File: config.mk
export PLATFORM = sky130hd
export DESIGN_NAME = uart_tx_arbiter_flat
export DESIGN_NICKNAME = d
export VERILOG_FILES = /design/src/rtl/uart_tx_arbiter_if.sv /design/src/rtl/uart_tx_arbiter.sv /design/src/flat_wrapper.sv
export SDC_FILE = /design/constraint.sdc
export NUM_CORES = 1
export LEC_CHECK = 0
export CORE_ASPECT_RATIO = 1.75
export CORE_MARGIN = 2
export CORE_UTILIZATION = 37
export DETAILED_ROUTE_END_ITERATION = 7
export GPL_TIMING_DRIVEN = 0
export PLACE_DENSITY = 0.8
export RECOVER_POWER = 100
export SLEW_MARGIN = 20
export SYNTH_ARGS = -nofsm -noshare
export SYNTH_HDL_FRONTEND = slang
export SYNTH_SLANG_ARGS = --single-unit
export TNS_END_PERCENT = 10
File: constraint.sdc
create_clock -name Clock_In -period 2.4 [get_ports Clock_In]
set_clock_uncertainty 0.05 [all_clocks]
set_input_delay 0.48 -clock Clock_In [delete_from_list [all_inputs] [get_ports Clock_In]]
set_output_delay 0.48 -clock Clock_In [all_outputs]
set_load 0.02 [all_outputs]
File: src/rtl/uart_tx_arbiter_if.sv
// Handshake bundle between requesters, the shared UART transmitter and the arbiter.
// The arbiter connects through the slave modport; client/transmitter side uses master.
interface uart_tx_arbiter_if #(
    parameter int NUM_REQ = 4,
    parameter int DATA_W  = 32
);
    logic [NUM_REQ-1:0]        Req;
    logic [NUM_REQ*DATA_W-1:0] Req_Data;
    logic                      Tx_busy;
    logic [NUM_REQ-1:0]        Grant;
    logic [DATA_W-1:0]         Data_Out;
    logic                      Tx_start;
    logic [NUM_REQ-1:0]        Ack;
    logic [NUM_REQ-1:0]        Err;
    logic                      Busy;

    modport master (
        output Req, Req_Data, Tx_busy,
        input  Grant, Data_Out, Tx_start, Ack, Err, Busy
    );

    modport slave (
        input  Req, Req_Data, Tx_busy,
        output Grant, Data_Out, Tx_start, Ack, Err, Busy
    );
endinterface

File: src/rtl/uart_tx_arbiter.sv
// Round-robin scheduler sharing one UART transmitter among NUM_REQ requesters.
// Runs entirely on the system clock; Tx_busy is the only view of the baud-domain frame.
//
// state     | meaning
// ----------+------------------------------------------------------------
// IDLE      | no owner; arbitrate when a request is pending and Tx_busy=0
// START     | one-cycle Tx_start strobe to the transmitter
// WAIT_BUSY | waiting for Tx_busy to rise; down-counter enforces timeout
// WAIT_DONE | frame in flight; waiting for Tx_busy to fall
// GAP       | enforced idle spacing before the next arbitration
module uart_tx_arbiter #(
    parameter int NUM_REQ       = 4,
    parameter int DATA_W        = 32,
    parameter int START_TIMEOUT = 16,
    parameter int GAP_CYCLES    = 2
) (
    input  logic               Clock_In,
    input  logic               Reset,
    uart_tx_arbiter_if.slave   bus
);
    localparam int IW = (NUM_REQ > 1) ? $clog2(NUM_REQ) : 1;
    localparam int TW = (START_TIMEOUT > 1) ? $clog2(START_TIMEOUT + 1) : 1;
    localparam int GW = (GAP_CYCLES > 1) ? $clog2(GAP_CYCLES + 1) : 1;

    typedef enum logic [2:0] {
        IDLE,
        START,
        WAIT_BUSY,
        WAIT_DONE,
        GAP
    } state_t;

    state_t              state;
    logic [IW-1:0]       ptr;
    logic [IW-1:0]       win;
    logic [IW-1:0]       cand;
    logic                win_vld;
    logic [TW-1:0]       tmo_cnt;
    logic [GW-1:0]       gap_cnt;
    logic [NUM_REQ-1:0]  grant;
    logic [NUM_REQ-1:0]  ack;
    logic [NUM_REQ-1:0]  err;
    logic [DATA_W-1:0]   data_out;
    logic                tx_start;
    logic                busy;

    // Scan from farthest to nearest so the requester closest after ptr wins.
    always_comb begin
        win     = ptr;
        cand    = ptr;
        win_vld = 1'b0;
        for (int k = NUM_REQ; k >= 1; k--) begin
            cand = IW'((int'(ptr) + k) % NUM_REQ);
            if (bus.Req[cand]) begin
                win     = cand;
                win_vld = 1'b1;
            end
        end
    end

    always_ff @(posedge Clock_In or negedge Reset) begin
        if (!Reset) begin
            state    <= IDLE;
            ptr      <= IW'(NUM_REQ - 1);
            tmo_cnt  <= '0;
            gap_cnt  <= '0;
            grant    <= '0;
            data_out <= '0;
            tx_start <= 1'b0;
            ack      <= '0;
            err      <= '0;
            busy     <= 1'b0;
        end else begin
            tx_start <= 1'b0;
            ack      <= '0;
            err      <= '0;
            unique case (state)
                IDLE: begin
                    if (win_vld && !bus.Tx_busy) begin
                        grant    <= {{(NUM_REQ-1){1'b0}}, 1'b1} << win;
                        data_out <= bus.Req_Data[int'(win)*DATA_W +: DATA_W];
                        tx_start <= 1'b1;
                        ptr      <= win;
                        busy     <= 1'b1;
                        state    <= START;
                    end
                end
                START: begin
                    tmo_cnt <= TW'(START_TIMEOUT - 1);
                    state   <= WAIT_BUSY;
                end
                WAIT_BUSY: begin
                    if (bus.Tx_busy) begin
                        state <= WAIT_DONE;
                    end else if (tmo_cnt == '0) begin
                        err     <= grant;
                        grant   <= '0;
                        gap_cnt <= GW'(GAP_CYCLES - 1);
                        state   <= GAP;
                    end else begin
                        tmo_cnt <= tmo_cnt - TW'(1);
                    end
                end
                WAIT_DONE: begin
                    if (!bus.Tx_busy) begin
                        ack     <= grant;
                        grant   <= '0;
                        gap_cnt <= GW'(GAP_CYCLES - 1);
                        state   <= GAP;
                    end
                end
                GAP: begin
                    if (gap_cnt == '0) begin
                        busy  <= 1'b0;
                        state <= IDLE;
                    end else begin
                        gap_cnt <= gap_cnt - GW'(1);
                    end
                end
                default: state <= IDLE;
            endcase
        end
    end

    assign bus.Grant    = grant;
    assign bus.Data_Out = data_out;
    assign bus.Tx_start = tx_start;
    assign bus.Ack      = ack;
    assign bus.Err      = err;
    assign bus.Busy     = busy;
endmodule

File: src/flat_wrapper.sv
// flat-port wrapper written by rule: the top's interface ports become plain ports
module uart_tx_arbiter_flat 
#(
    parameter int NUM_REQ       = 4,
    parameter int DATA_W        = 32,
    parameter int START_TIMEOUT = 16,
    parameter int GAP_CYCLES    = 2
)
  (Clock_In, Reset, bus_Req, bus_Req_Data, bus_Tx_busy, bus_Grant, bus_Data_Out, bus_Tx_start, bus_Ack, bus_Err, bus_Busy);
  uart_tx_arbiter_if #(.NUM_REQ(NUM_REQ), .DATA_W(DATA_W)) bus_i ();
  input  logic Clock_In;
  input  logic Reset;
  input wire logic [$bits(bus_i.Req)-1:0] bus_Req;
  input wire logic [$bits(bus_i.Req_Data)-1:0] bus_Req_Data;
  input wire logic [$bits(bus_i.Tx_busy)-1:0] bus_Tx_busy;
  output wire logic [$bits(bus_i.Grant)-1:0] bus_Grant;
  output wire logic [$bits(bus_i.Data_Out)-1:0] bus_Data_Out;
  output wire logic [$bits(bus_i.Tx_start)-1:0] bus_Tx_start;
  output wire logic [$bits(bus_i.Ack)-1:0] bus_Ack;
  output wire logic [$bits(bus_i.Err)-1:0] bus_Err;
  output wire logic [$bits(bus_i.Busy)-1:0] bus_Busy;
  assign bus_i.Req = bus_Req;
  assign bus_i.Req_Data = bus_Req_Data;
  assign bus_i.Tx_busy = bus_Tx_busy;
  assign bus_Grant = bus_i.Grant;
  assign bus_Data_Out = bus_i.Data_Out;
  assign bus_Tx_start = bus_i.Tx_start;
  assign bus_Ack = bus_i.Ack;
  assign bus_Err = bus_i.Err;
  assign bus_Busy = bus_i.Busy;
  uart_tx_arbiter #(.NUM_REQ(NUM_REQ), .DATA_W(DATA_W), .START_TIMEOUT(START_TIMEOUT), .GAP_CYCLES(GAP_CYCLES)) u_core (.Clock_In(Clock_In), .Reset(Reset), .bus(bus_i));
endmodule
Yosys cells after proc, flatten, opt, wreduce, memory -nomap -nowiden
Index checks and enable logic that the tools add are counted.
- input port bits: 135
- word-level logic and storage cells: 94
- output and inout bits: 46
- register bits: 58
- reduce and logical (&&, ||, !) cells: 15
- shift operators: 2
- eq/ne operators: 12
- $lt $le $gt $ge: 4
- $add $sub $neg: 6
- mux-type cells: 45
- operators by type and width (cell ; count):
    $shiftx 128x8->32 ; 1
    $mux 4 ; 9
    $mux 2 ; 8
    $mux 3 ; 5
    $pmux 3 s5 ; 1
    $lt 2x3->1 const B ; 4
    $mux 1 ; 12
    $pmux 4 s3 ; 1
    $mux 5 ; 2
    $pmux 5 s2 ; 1
    $reduce_and 5->1 ; 2
    $bmux 1 s2 ; 4
    $ne 2x2->1 const B ; 4
    $eq 3x2->1 const B ; 2
    $ne 2x1->1 const B ; 3
    $pmux 2 s3 ; 1
    $reduce_and 3->1 ; 2
    $reduce_bool 3->1 ; 2
    $logic_not 5->1 ; 1
    $sub 5x1->5 const B ; 1
    $add 2x1->2 const B ; 2
    $add 2x2->2 const B ; 2
    $reduce_and 4->1 ; 1
    $reduce_bool 2->1 ; 2
    11 further kinds ; 11

Depth between registers and ports, before layout
Gate-level depths: netlist (run 1).
- word-level depth: 10
- gate-level depth with buffers: 9
- mapped depth without buffers: 7

Worst setup path after synthesis (run 1)
OpenSTA, ideal clock, no wires.
- path type: input-to-reg
- from: in bus_Req[2]
- to: reg u_core.data_out[10], in the netlist u_core.bus.Data_Out[10]
- slack: 551 ps
- stages: 7
- data arrival time: 1665 ps
- data required time: 2216 ps
- library setup time: 134 ps
- buffers on the path: 2
- cells stage by stage: buf_4 nor2_1 a22o_1 a22o_2 buf_6 a222oi_1 a21oi_1
- cells in the longest elaborated chain, start to end: 8
- elaborated cells between the ends (all ways): 19
- those cells by class: shift (1); mux (16); reduce/logical (2)
- RTL lines (what ; line ; text):
    start: declaration ; flat_wrapper.sv:13 ; input wire logic [$bits(bus_i.Req)-1:0] bus_Req;
    parallel branches: the longest is 8 deep, another holds $shiftx 128x8->32 ; n/a ;
    end signal: assignment ; uart_tx_arbiter.sv:81 ; data_out <= bus.Req_Data[int'(win)*DATA_W +: DATA_W];
    end: declaration ; uart_tx_arbiter.sv:43 ; logic [DATA_W-1:0] data_out;
Parallel ways; which one is timed is not known. The select of a mux whose other input is x is not followed.
A chain may end at the register's enable or synchronous reset.

Worst setup path after layout (run 1)
- from: in bus_Req[1]
- to: reg u_core.data_out[10], in the netlist u_core.bus.Data_Out[10]
The elaborated chain is that of the path after synthesis.

==> reports/qor.csv, run 1 <==
stage;metric;value;unit
setup_path;CP startpoint kind;input pin;
logic_synthesis;top post-synthesis cells by area;dfrtp_1 47%, a21oi_1 11%, a222oi_1 11%;
finish;Syn-to-layout area delta;74.0;%
route;via count;3368;
setup_path;Worst setup EP type;register;
logic_synthesis;Cells after Synth;308;
floorplanning;Initial Util;0.378;
run_status;failing checks;design-rule violations;
floorplanning;Die X;71.7;µm
floorplanning;Ports;181;
sta;final hold violations;0;
clock_network;CTS Root Cell;clkbuf_16;
pwr;worst vdd ir;0.000572;V
clock_network;Clock Tree Buf Depth;2;
floorplanning;core area;7860;µm²
global_routing;largest net degree at the start of global routing;40;
logic_synthesis;#FFs+latches synth;58;
setup_path;crit path kind;input pin to register;
place;Placer Congestion;0.859;
clock_network;number of setup buffers added after CTS;0;
route;drt first pass iters;8;
clock_network;htree depth;3;
route;DRC Markers;1;
setup_path;CP max FO;10;
route;Total Wirelength;11000;µm
finish;layout net count;637;
logic_synthesis;Yosys cell types;47;
route;Vias/cell;5.66;
setup_path;Crit-path slowest cell;clkdlybuf4s50_1;
global_routing;initial antenna violation count;0;
logic_synthesis;synth cell count leaders;68 x a21oi_1, 56 x dfrtp_1, 43 x nor2_1;
run_status;outcome;finished, violations left;
setup_path;CP top delay family;compound AO/OA/AOI/OAI gates;
global_routing;grt total ovfl;0;
sta;worst slew pin tran;1.15;ns
logic_synthesis;Post-Syn Nets;445;
global_routing;GRT Overall Usage;0.244;
sta;Final WS setup;0.0521;ns
logic_synthesis;Synth Warn #;0;
route;Starting DRT DRC Count;327;
setup_path;critical path data required time;2.54;ns
route;antenna-violating nets left;0;
pwr;Power Dens Cells;1090;nW/µm²
pwr;leakage;2.14;nW
floorplanning;Die Area;8790;µm²
finish;antenna cells;0;
logic_synthesis;count leader, synth;a21oi_1;
logic_synthesis;share of Yosys cell area claimed by the top area cell type;0.472;
sta;top achievable clock speed;0.426;GHz
place;DP Worst Slack;-0.326;ns
logic_synthesis;EDFF count, synth;0;
logic_synthesis;Seq/Total Area, Yosys;0.490;
setup_path;Buf+Inv Stages, Crit Path;2;
sta;Slew HR;0.230;
sta;Final Cycle Share;0.978;
worst_hold_path;HP Class;register to register;
logic_synthesis;Primary FF master, synth;dfrtp_1;
clock_network;clk sinks;58;
logic_synthesis;asr flop ratio synth;1.00;
clock_network;CTS tree;done;
run;Max-Cap Viols;0;
sta;setup_tns;0;ns
logic_synthesis;Synth Area per Inst;9.64;µm²
finish;fraction of layout cells with a size suffix above 1;0.0733;
place;post-detail-place hpwl;8280;µm
global_routing;vias in the first global route;3373;
setup_path;Critical Path AT;2.49;ns
clock_network;clock slew at reported path FFs;0.05;ns
sta;RSZ-0062 raised after global routing;yes;
setup_path;Critical Path, Cell by Cell;clkdlybuf4s50_1 -> and2b_1 -> o2bb2ai_1 -> a32o_1 -> clkbuf_2 -> a222oi_1 -> a21oi_1;
setup_path;crit-path max cell delay;0.60;ns
sta;final setup fails;0;
sta;Slew Limit Fails;0;
place;port buffer count;179;
clock_network;Clock Latency Late Sink;0.32;ns
floorplanning;Die Height;123;µm
global_routing;first-pass GRT wire length;16500;µm
logic_synthesis;post-synth top area cell;dfrtp_1;
sta;Final min period;2.35;ns
clock_network;total CTS buffers;9;
route;WL/cell;18.5;µm
floorplanning;Rows;43;
logic_synthesis;post-synthesis cell area;2970;µm²
## power by group
group          internal, W  leakage, nW  switching (W)
sequential         0.00138        0.683       0.000222
combinational      0.00127         1.33        0.00159
clock             0.000756        0.131       0.000413
## flip-flops by register name, summed over array words and instances (netlist names)
name,flops
u_core.tmo_cnt,5
u_core.state,3
u_core.bus.Busy,1
u_core.bus.Err,4
u_core.bus.Tx_start,1
u_core.ptr,2
u_core.bus.Grant,4
u_core.gap_cnt,2
u_core.bus.Ack,4
u_core.bus.Data_Out,32
## final timing paths
path | from | end | slack (ns) | cells past startpoint
worst min-delay path | u_core.tmo_cnt[0] | u_core.tmo_cnt[0] | 0.45 | 1
worst min register to register | u_core.tmo_cnt[0] | u_core.tmo_cnt[0] | 0.45 | 1
max in group asynchronous | Reset | u_core.ptr[1] | 0.57 | 3
worst max register to register | u_core.state[2] | u_core.tmo_cnt[3] | 0.30 | 6
min in group asynchronous | Reset | u_core.bus.Data_Out[1] | 0.87 | 2
worst max-delay path | bus_Req[1] | u_core.bus.Data_Out[10] | 0.05 | 7
## through the flow
step | cells | hold WS, ns | cell area, µm² | utilization | total power (W)
final | 595 | 0.447 | 5160 | 0.658 | 0.00563
after global routing | 595 | 0.469 | 5160 | 0.658 | 0.00598
after CTS | 595 | 0.450 | 5170 | 0.658 | 0.00579
after detailed placement | 578 | 0.331 | 4890 | 0.623 | 0.00461
after global placement | 577 | 0.431 | 4870 | 0.620 | 0.00451
after floorplan | 308 | 0.134 | 2970 | - | 0.00330
## layout make-up
cell class              instances  area [µm²]
plain buffers                  25         148
well taps                      90         113
fillers                       657        2690
repair buffers                181        1820
multi-input cells             218        1340
clock buffers                  16         272
inverters                       7        26.3
flip-flops and latches         58        1450
## placed cells by master, fill, tap and decap left out, types with 2 or more instances in the layout
| master | count |
|---|---|
| dlygate4sd3_1 | 48 |
| clkbuf_1 | 15 |
| and2_0 | 5 |
| buf_2 | 3 |
| a22o_1 | 7 |
| buf_6 | 3 |
| and3_1 | 5 |
| inv_2 | 2 |
| nor2b_1 | 4 |
| dfrtp_1 | 56 |
| nand2_1 | 8 |
| ha_1 | 2 |
| clkdlybuf4s50_1 | 131 |
| o21ai_0 | 2 |
| clkbuf_16 | 9 |
| nand3b_1 | 3 |
| nor3_1 | 8 |
| clkbuf_2 | 4 |
| a21oi_1 | 68 |
| clkbuf_8 | 2 |
| buf_4 | 6 |
| a222oi_1 | 32 |
| dfstp_2 | 2 |
| inv_1 | 5 |
| nand2b_1 | 4 |
| nor2_1 | 43 |
| nand3_1 | 2 |
## repair_timing
| item | in CTS | in global routing |
|---|---|---|
| hold buffers | 1 | 0 |
| gates resized for setup | 0 | 10 |
| hold endpoints to repair | 18 | 0 |
| setup endpoints to repair | 0 | 29 |
## per-layer routing
| layer | vias to the layer above | share of wire | track usage |
|---|---|---|---|
| met2 | 181 | 0.54 | 0.459 |
| met5 | - | 0 | 0 |
| met1 | 1614 | 0.36 | 0.257 |
| li1 | 1561 | - | - |
| met4 | 0 | 0.015 | 0.0896 |
| met3 | 12 | 0.085 | 0.0599 |
## logic make-up (layout without fill, tap and decap cells)
family,Yosys count,after routing,synth area share
xor+xnor,2,2,0.00590
simple gates,89,89,0.145
buf+inv,32,229,0.0569
flops,58,58,0.490
compound gates,124,124,0.290
mux,1,1,0.00379
fa+ha+maj,2,2,0.00843
Note: power is estimated with default switching activity, not from simulation.
==> inputs of run 2 (changes only) <==
--- a/config.mk
+++ b/config.mk
@@ -7,10 +7,11 @@
 export LEC_CHECK = 0
 export CORE_ASPECT_RATIO = 1.75
 export CORE_MARGIN = 2
-export CORE_UTILIZATION = 37
+export CORE_UTILIZATION = 40
+export CTS_CLUSTER_DIAMETER = 120
 export DETAILED_ROUTE_END_ITERATION = 7
 export GPL_TIMING_DRIVEN = 0
-export PLACE_DENSITY = 0.8
+export PLACE_DENSITY = 0.86
 export RECOVER_POWER = 100
 export SLEW_MARGIN = 20
 export SYNTH_ARGS = -nofsm -noshare
==> constraint.sdc (replaced) <==
create_clock -name Clock_In -period 2.77 [get_ports Clock_In]
set_clock_uncertainty 0.05 [all_clocks]
set_input_delay 0.554 -clock Clock_In [delete_from_list [all_inputs] [get_ports Clock_In]]
set_output_delay 0.554 -clock Clock_In [all_outputs]
set_load 0.02 [all_outputs]
==> run 2 against run 1 <==
The run now ends clean. Worst setup slack improved by 0.17 ns. Via count up 2.6%. Critical path depth did not move. Worst hold slack gained 0.022 ns. Critical endpoint is now u_core.bus.Data_Out[31]. Register-to-register slack better by 0.24 ns. Global-route usage rose by 2.5 points.
==> reports/qor.csv, run 2 (same netlist as run 1, synthesis figures left out) <==
stage;metric;value;unit;change
clock_network;clk sinks;58;;unchanged
setup_path;CP max FO;10;;unchanged
sta;Final WS setup;0.227;ns;+0.175 ns
sta;top achievable clock speed;0.393;GHz;
clock_network;number of setup buffers added after CTS;0;;unchanged
place;Area after DPL;4870;µm²;-0.51%
pwr;worst vdd ir;0.000517;V;-9.6%
global_routing;first-pass GRT wire length;17300;µm;+5.1%
place;Placer Congestion;0.841;;-2.1%
pwr;leakage;2.14;nW;-0.35%
sta;Final Cycle Share;0.918;;
global_routing;GRT Overall Usage;0.270;;+0.0252
sta;Final min period;2.54;ns;
clock_network;CTS tree;done;;
sta;WHS;0.468;ns;+0.0215 ns
clock_network;Hold Buf Count CTS;0;;-1
finish;Syn-to-layout area delta;73.6;%;
floorplanning;Die Height;118;µm;-3.7%
clock_network;# resized after CTS;0;;unchanged
route;Starting DRT DRC Count;337;;+3.1%
route;WL/cell;18.7;µm;+0.98%
sta;worst slew pin tran;1.44;ns;+0.286 ns
finish;max reg flops;32;;unchanged
route;antenna-violating nets left;0;;unchanged
place;port buffer count;179;;unchanged
finish;post-route cell area;5150;µm²;-0.19%
finish;fraction of layout cells with a size suffix above 1;0.0696;;-0.00368
global_routing;grt total ovfl;0;;unchanged
clock_network;htree depth;3;;unchanged
route;Vias/cell;5.87;;+3.7%
route;Total Wirelength;11000;µm;about the same
sta;RSZ-0062 raised after global routing;no;;
sta;Slew Limit Fails;0;;unchanged
route;via count;3457;;+2.6%
sta;final hold violations;0;;unchanged
setup_path;CP startpoint kind;input pin;;
setup_path;Critical Path AT;2.74;ns;+0.25 ns
global_routing;initial antenna violation count;0;;unchanged
floorplanning;Initial Util;0.413;;+0.0354
place;DP Worst Slack;0.0140;ns;+0.340 ns
setup_path;Worst setup EP type;register;;
global_routing;vias in the first global route;3438;;+1.9%
pwr;Power Dens Cells;965;nW/µm²;-11%
run;Max-Cap Viols;0;;unchanged
setup_path;critical path data required time;2.97;ns;+0.43 ns
floorplanning;Rows;41;;-4.7%
clock_network;clock slew at reported path FFs;0.06;ns;about the same
finish;layout net count;635;;-0.31%
clock_network;Clock Latency Late Sink;0.32;ns;about the same
floorplanning;Die Area;8150;µm²;-7.2%
finish;antenna cells;0;;unchanged
setup_path;crit path kind;input pin to register;;
route;DRC Markers;0;;-1
floorplanning;Ports;181;;unchanged
sta;final setup fails;0;;unchanged
clock_network;total CTS buffers;9;;unchanged
route;drt first pass iters;8;;unchanged
floorplanning;core area;7180;µm²;-8.6%
worst_hold_path;HP Class;register to register;;
place;post-detail-place hpwl;8100;µm;-2.2%
floorplanning;Die X;69.1;µm;-3.6%
finish;commonest cells after routing, fill and taps aside;129 x clkdlybuf4s50_1, 68 x a21oi_1, 56 x dfrtp_1, 49 x dlygate4sd3_1, 43 x nor2_1;;
sta;Slew HR;0.0396;;-0.191
clock_network;CTS Root Cell;clkbuf_16;;
run_status;outcome;completed;;
global_routing;largest net degree at the start of global routing;59;;+48%
finish;commonest non-fill, non-tap cell in the layout;clkdlybuf4s50_1;;
clock_network;Clock Tree Buf Depth;2;;unchanged
==> run 2: worst max-delay path: stages <==
cell and delay (ns):
dlygate4sd3_1 0.65, nor2_1 0.27, o2bb2ai_1 0.15, a32o_1 0.32
clkbuf_1 0.42, a222oi_1 0.19, a21oi_1 0.18
==> run 2: path summary, 6_finish.rpt <==
| path | start | endpoint | slack [ns] | cells after the start |
|---|---|---|---|---|
| hold / removal | u_core.gap_cnt[1] | u_core.gap_cnt[1] | 0.47 | 2 |
| setup / recovery | bus_Req[0] | u_core.bus.Data_Out[31] | 0.23 | 7 |
| setup reg to reg | u_core.state[2] | u_core.tmo_cnt[3] | 0.54 | 6 |
| max in group asynchronous | Reset | u_core.bus.Data_Out[12] | 1.28 | 1 |
| hold reg to reg | u_core.gap_cnt[1] | u_core.gap_cnt[1] | 0.47 | 2 |
| min in group asynchronous | Reset | u_core.bus.Data_Out[0] | 0.52 | 1 |
==> run 2: where the power goes <==
part           leakage [nW]  switching [W]  internal (W)
sequential            0.683       0.000199       0.00120
clock                 0.151       0.000373      0.000738
combinational          1.30        0.00138       0.00109
==> run 2: routing by layer <==
| metal | global-route usage | up-vias | part of all wire |
|---|---|---|---|
| li1 | - | 1557 | - |
| met1 | 0.304 | 1699 | 0.37 |
| met2 | 0.477 | 175 | 0.53 |
| met3 | 0.0642 | 26 | 0.072 |
| met4 | 0.115 | 0 | 0.027 |
| met5 | 0 | - | 0 |
==> run 2: layout make-up <==
| type | count | area (µm²) |
|---|---|---|
| Inverter | 7 | 26.3 |
| Sequential cell | 58 | 1450 |
| Fill cell | 554 | 2030 |
| Timing Repair Buffer | 179 | 1790 |
| Tap cell | 86 | 108 |
| Buffer | 25 | 141 |
| Multi-Input combinational cell | 218 | 1330 |
| Clock buffer | 11 | 253 |
| Clock inverter | 5 | 52.6 |
==> run 2: metrics by stage <==
| stage | util | TNS, ns | instances | power, W |
|---|---|---|---|---|
| 2_1_floorplan | - | 0 | 308 | 0.00286 |
| 3_3_place_gp | 0.678 | -38.29 | 573 | 0.00390 |
| 3_5_place_dp | 0.678 | 0 | 573 | 0.00398 |
| 4_1_cts | 0.720 | 0 | 589 | 0.00511 |
| 5_1_grt | 0.718 | 0 | 589 | 0.00525 |
| 6_report | 0.718 | 0 | 589 | 0.00498 |
==> inputs of run 3 (changes only) <==
--- a/config.mk
+++ b/config.mk
@@ -6,7 +6,7 @@
 export NUM_CORES = 1
 export LEC_CHECK = 0
 export CORE_ASPECT_RATIO = 1.75
-export CORE_MARGIN = 2
+export CORE_MARGIN = 5
 export CORE_UTILIZATION = 40
 export CTS_CLUSTER_DIAMETER = 120
 export DETAILED_ROUTE_END_ITERATION = 7
==> run 3 against run 2 <==
Core utilization shrank 0.72 points. Cell count grew 0.34%. Power shrank 1.9%. Routed wire length grew 6.3%. First-iteration DRC count shrank 24%. Register-to-register slack is essentially flat. Die area grew 14%. Critical path depth is the same. Sequential share of layout area grew 0.082 points. Count of clock-buffer cells in the layout grew 2. Worst setup slack lost 0.053 ns. Maximum frequency shrank 2.0%. Critical path type unchanged. Largest power group unchanged.
==> reports/qor.csv, run 3 (same netlist as run 1, synthesis figures left out) <==
stage;metric;value;unit;change
worst_hold_path;HP Class;register to register;;
clock_network;CTS Root Cell;clkbuf_16;;
floorplanning;Die Height;124;µm;+5.1%
sta;Slew Limit Fails;0;;unchanged
setup_path;crit path kind;input pin to register;;
clock_network;Clock Latency Late Sink;0.32;ns;about the same
finish;commonest cells after routing, fill and taps aside;130 x clkdlybuf4s50_1, 68 x a21oi_1, 56 x dfrtp_1, 49 x dlygate4sd3_1, 43 x nor2_1;;
place;port buffer count;179;;unchanged
route;via count;3386;;-2.1%
route;Total Wirelength;11700;µm;+6.3%
setup_path;CP startpoint kind;input pin;;
floorplanning;Initial Util;0.410;;-0.00293
sta;Slew HR;0.0517;;+0.0121
finish;Filler Cell Count;589;;+6.3%
finish;antenna cells;0;;unchanged
pwr;Power Dens Cells;950;nW/µm²;-1.6%
finish;final non-filler cell total;591;;+0.34%
clock_network;htree depth;3;;unchanged
setup_path;CP max FO;10;;unchanged
route;drt first pass iters;5;;-3
place;DP Worst Slack;-0.0893;ns;-0.103 ns
pwr;worst vdd ir;0.000571;V;+10%
finish;Syn-to-layout area delta;73.1;%;
route;Vias/cell;5.73;;-2.4%
sta;Final min period;2.60;ns;+0.0526 ns
sta;top achievable clock speed;0.385;GHz;-2.0%
finish;layout net count;637;;+0.31%
run;Max-Cap Viols;0;;unchanged
sta;worst slew pin tran;1.42;ns;-0.0181 ns
place;post-detail-place hpwl;8900;µm;+9.9%
global_routing;largest net degree at the start of global routing;58;;-1.7%
route;Starting DRT DRC Count;255;;-24%
setup_path;Critical Path AT;2.73;ns;about the same
route;antenna-violating nets left;0;;unchanged
floorplanning;core area;7230;µm²;+0.71%
floorplanning;Die Area;9310;µm²;+14%
sta;Final WS setup;0.174;ns;-0.0526 ns
setup_path;R2R Setup Slk;0.53;ns;about the same
global_routing;GRT Overall Usage;0.244;;-0.0254
floorplanning;Die X;75.1;µm;+8.7%
sta;final setup fails;0;;unchanged
pwr;leakage;2.13;nW;-0.23%
floorplanning;Ports;181;;unchanged
sta;final hold violations;0;;unchanged
clock_network;total CTS buffers;9;;unchanged
place;dpl cells;574;;+0.17%
finish;commonest non-fill, non-tap cell in the layout;clkdlybuf4s50_1;;
clock_network;# resized after CTS;0;;unchanged
clock_network;Clock Tree Buf Depth;2;;unchanged
place;Placer Congestion;0.861;;+2.3%
clock_network;clk sinks;58;;unchanged
global_routing;initial antenna violation count;0;;unchanged
route;DRC Markers;0;;unchanged
global_routing;vias in the first global route;3456;;+0.52%
route;WL/cell;19.8;µm;+5.9%
global_routing;first-pass GRT wire length;16900;µm;-2.2%
setup_path;critical path data required time;2.90;ns;-0.07 ns
sta;Final Cycle Share;0.937;;+0.0190
clock_network;clock slew at reported path FFs;0.05;ns;about the same
setup_path;Worst setup EP type;register;;
finish;max reg flops;32;;unchanged
floorplanning;Rows;41;;unchanged
clock_network;CTS tree;done;;
global_routing;grt total ovfl;0;;unchanged
sta;RSZ-0062 raised after global routing;no;;
run_status;outcome;completed;;
finish;fraction of layout cells with a size suffix above 1;0.0653;;-0.00424
run 3: final cells by class:
cell class	instances	area (µm²)	area share
Sequential cell	58	1450	0.283
Inverter	7	26.3	0.00511
Timing Repair Buffer	181	1800	0.350
Tap cell	86	108	0.0209
Clock inverter	3	15.0	0.00292
Buffer	25	141	0.0275
Multi-Input combinational cell	218	1340	0.260
Clock buffer	13	260	0.0506
run 3: per-stage QoR:
step | power (W) | util | setup TNS (ns) | area (µm²) | hold WS [ns]
2_1_floorplan | 0.00286 | - | 0 | 2970 | 0.208
3_3_place_gp | 0.00391 | 0.673 | -40.37 | 4870 | 0.431
3_5_place_dp | 0.00401 | 0.677 | -0.0893 | 4890 | 0.304
4_1_cts | 0.00504 | 0.716 | 0 | 5180 | 0.472
5_1_grt | 0.00520 | 0.711 | 0 | 5140 | 0.489
6_report | 0.00488 | 0.711 | 0 | 5140 | 0.469
run 3: timing repair:
action                                  CTS  global route
endpoints found under the setup margin    0             0
buffers inserted                          0             0
hold buffers                              1             0
hold endpoints to repair                  1             0
run 3: routing by layer:
layer	vias to the layer above	share of wire	track usage
met1	1631	0.33	0.254
met4	0	0.036	0.114
li1	1563	-	-
met2	159	0.53	0.433
met3	33	0.099	0.0759
met5	-	0	0
run 3: worst paths after layout:
| kind | startpoint | to | cells after the start |
|---|---|---|---|
| setup / recovery | bus_Req[0] | u_core.bus.Data_Out[5] | 7 |
| max in group asynchronous | Reset | u_core.bus.Data_Out[28] | 3 |
| hold / removal | u_core.tmo_cnt[0] | u_core.tmo_cnt[0] | 1 |
| min in group asynchronous | Reset | u_core.bus.Data_Out[8] | 2 |
| hold reg to reg | u_core.tmo_cnt[0] | u_core.tmo_cnt[0] | 1 |
| setup reg to reg | u_core.ptr[1] | u_core.bus.Data_Out[5] | 6 |
run 3: report_power, final:
part	switching, W	internal, W	leakage, nW
clock	0.000359	0.000648	0.139
sequential	0.000202	0.00120	0.683
combinational	0.00139	0.00109	1.31
run 3: worst max-delay path, stage by stage:
cell and delay [ns]:
dlygate4sd3_1 0.68, nor2_1 0.13, o2bb2ai_1 0.14, a32o_1 0.29, clkbuf_1 0.29, a222oi_1 0.51, a21oi_1 0.12
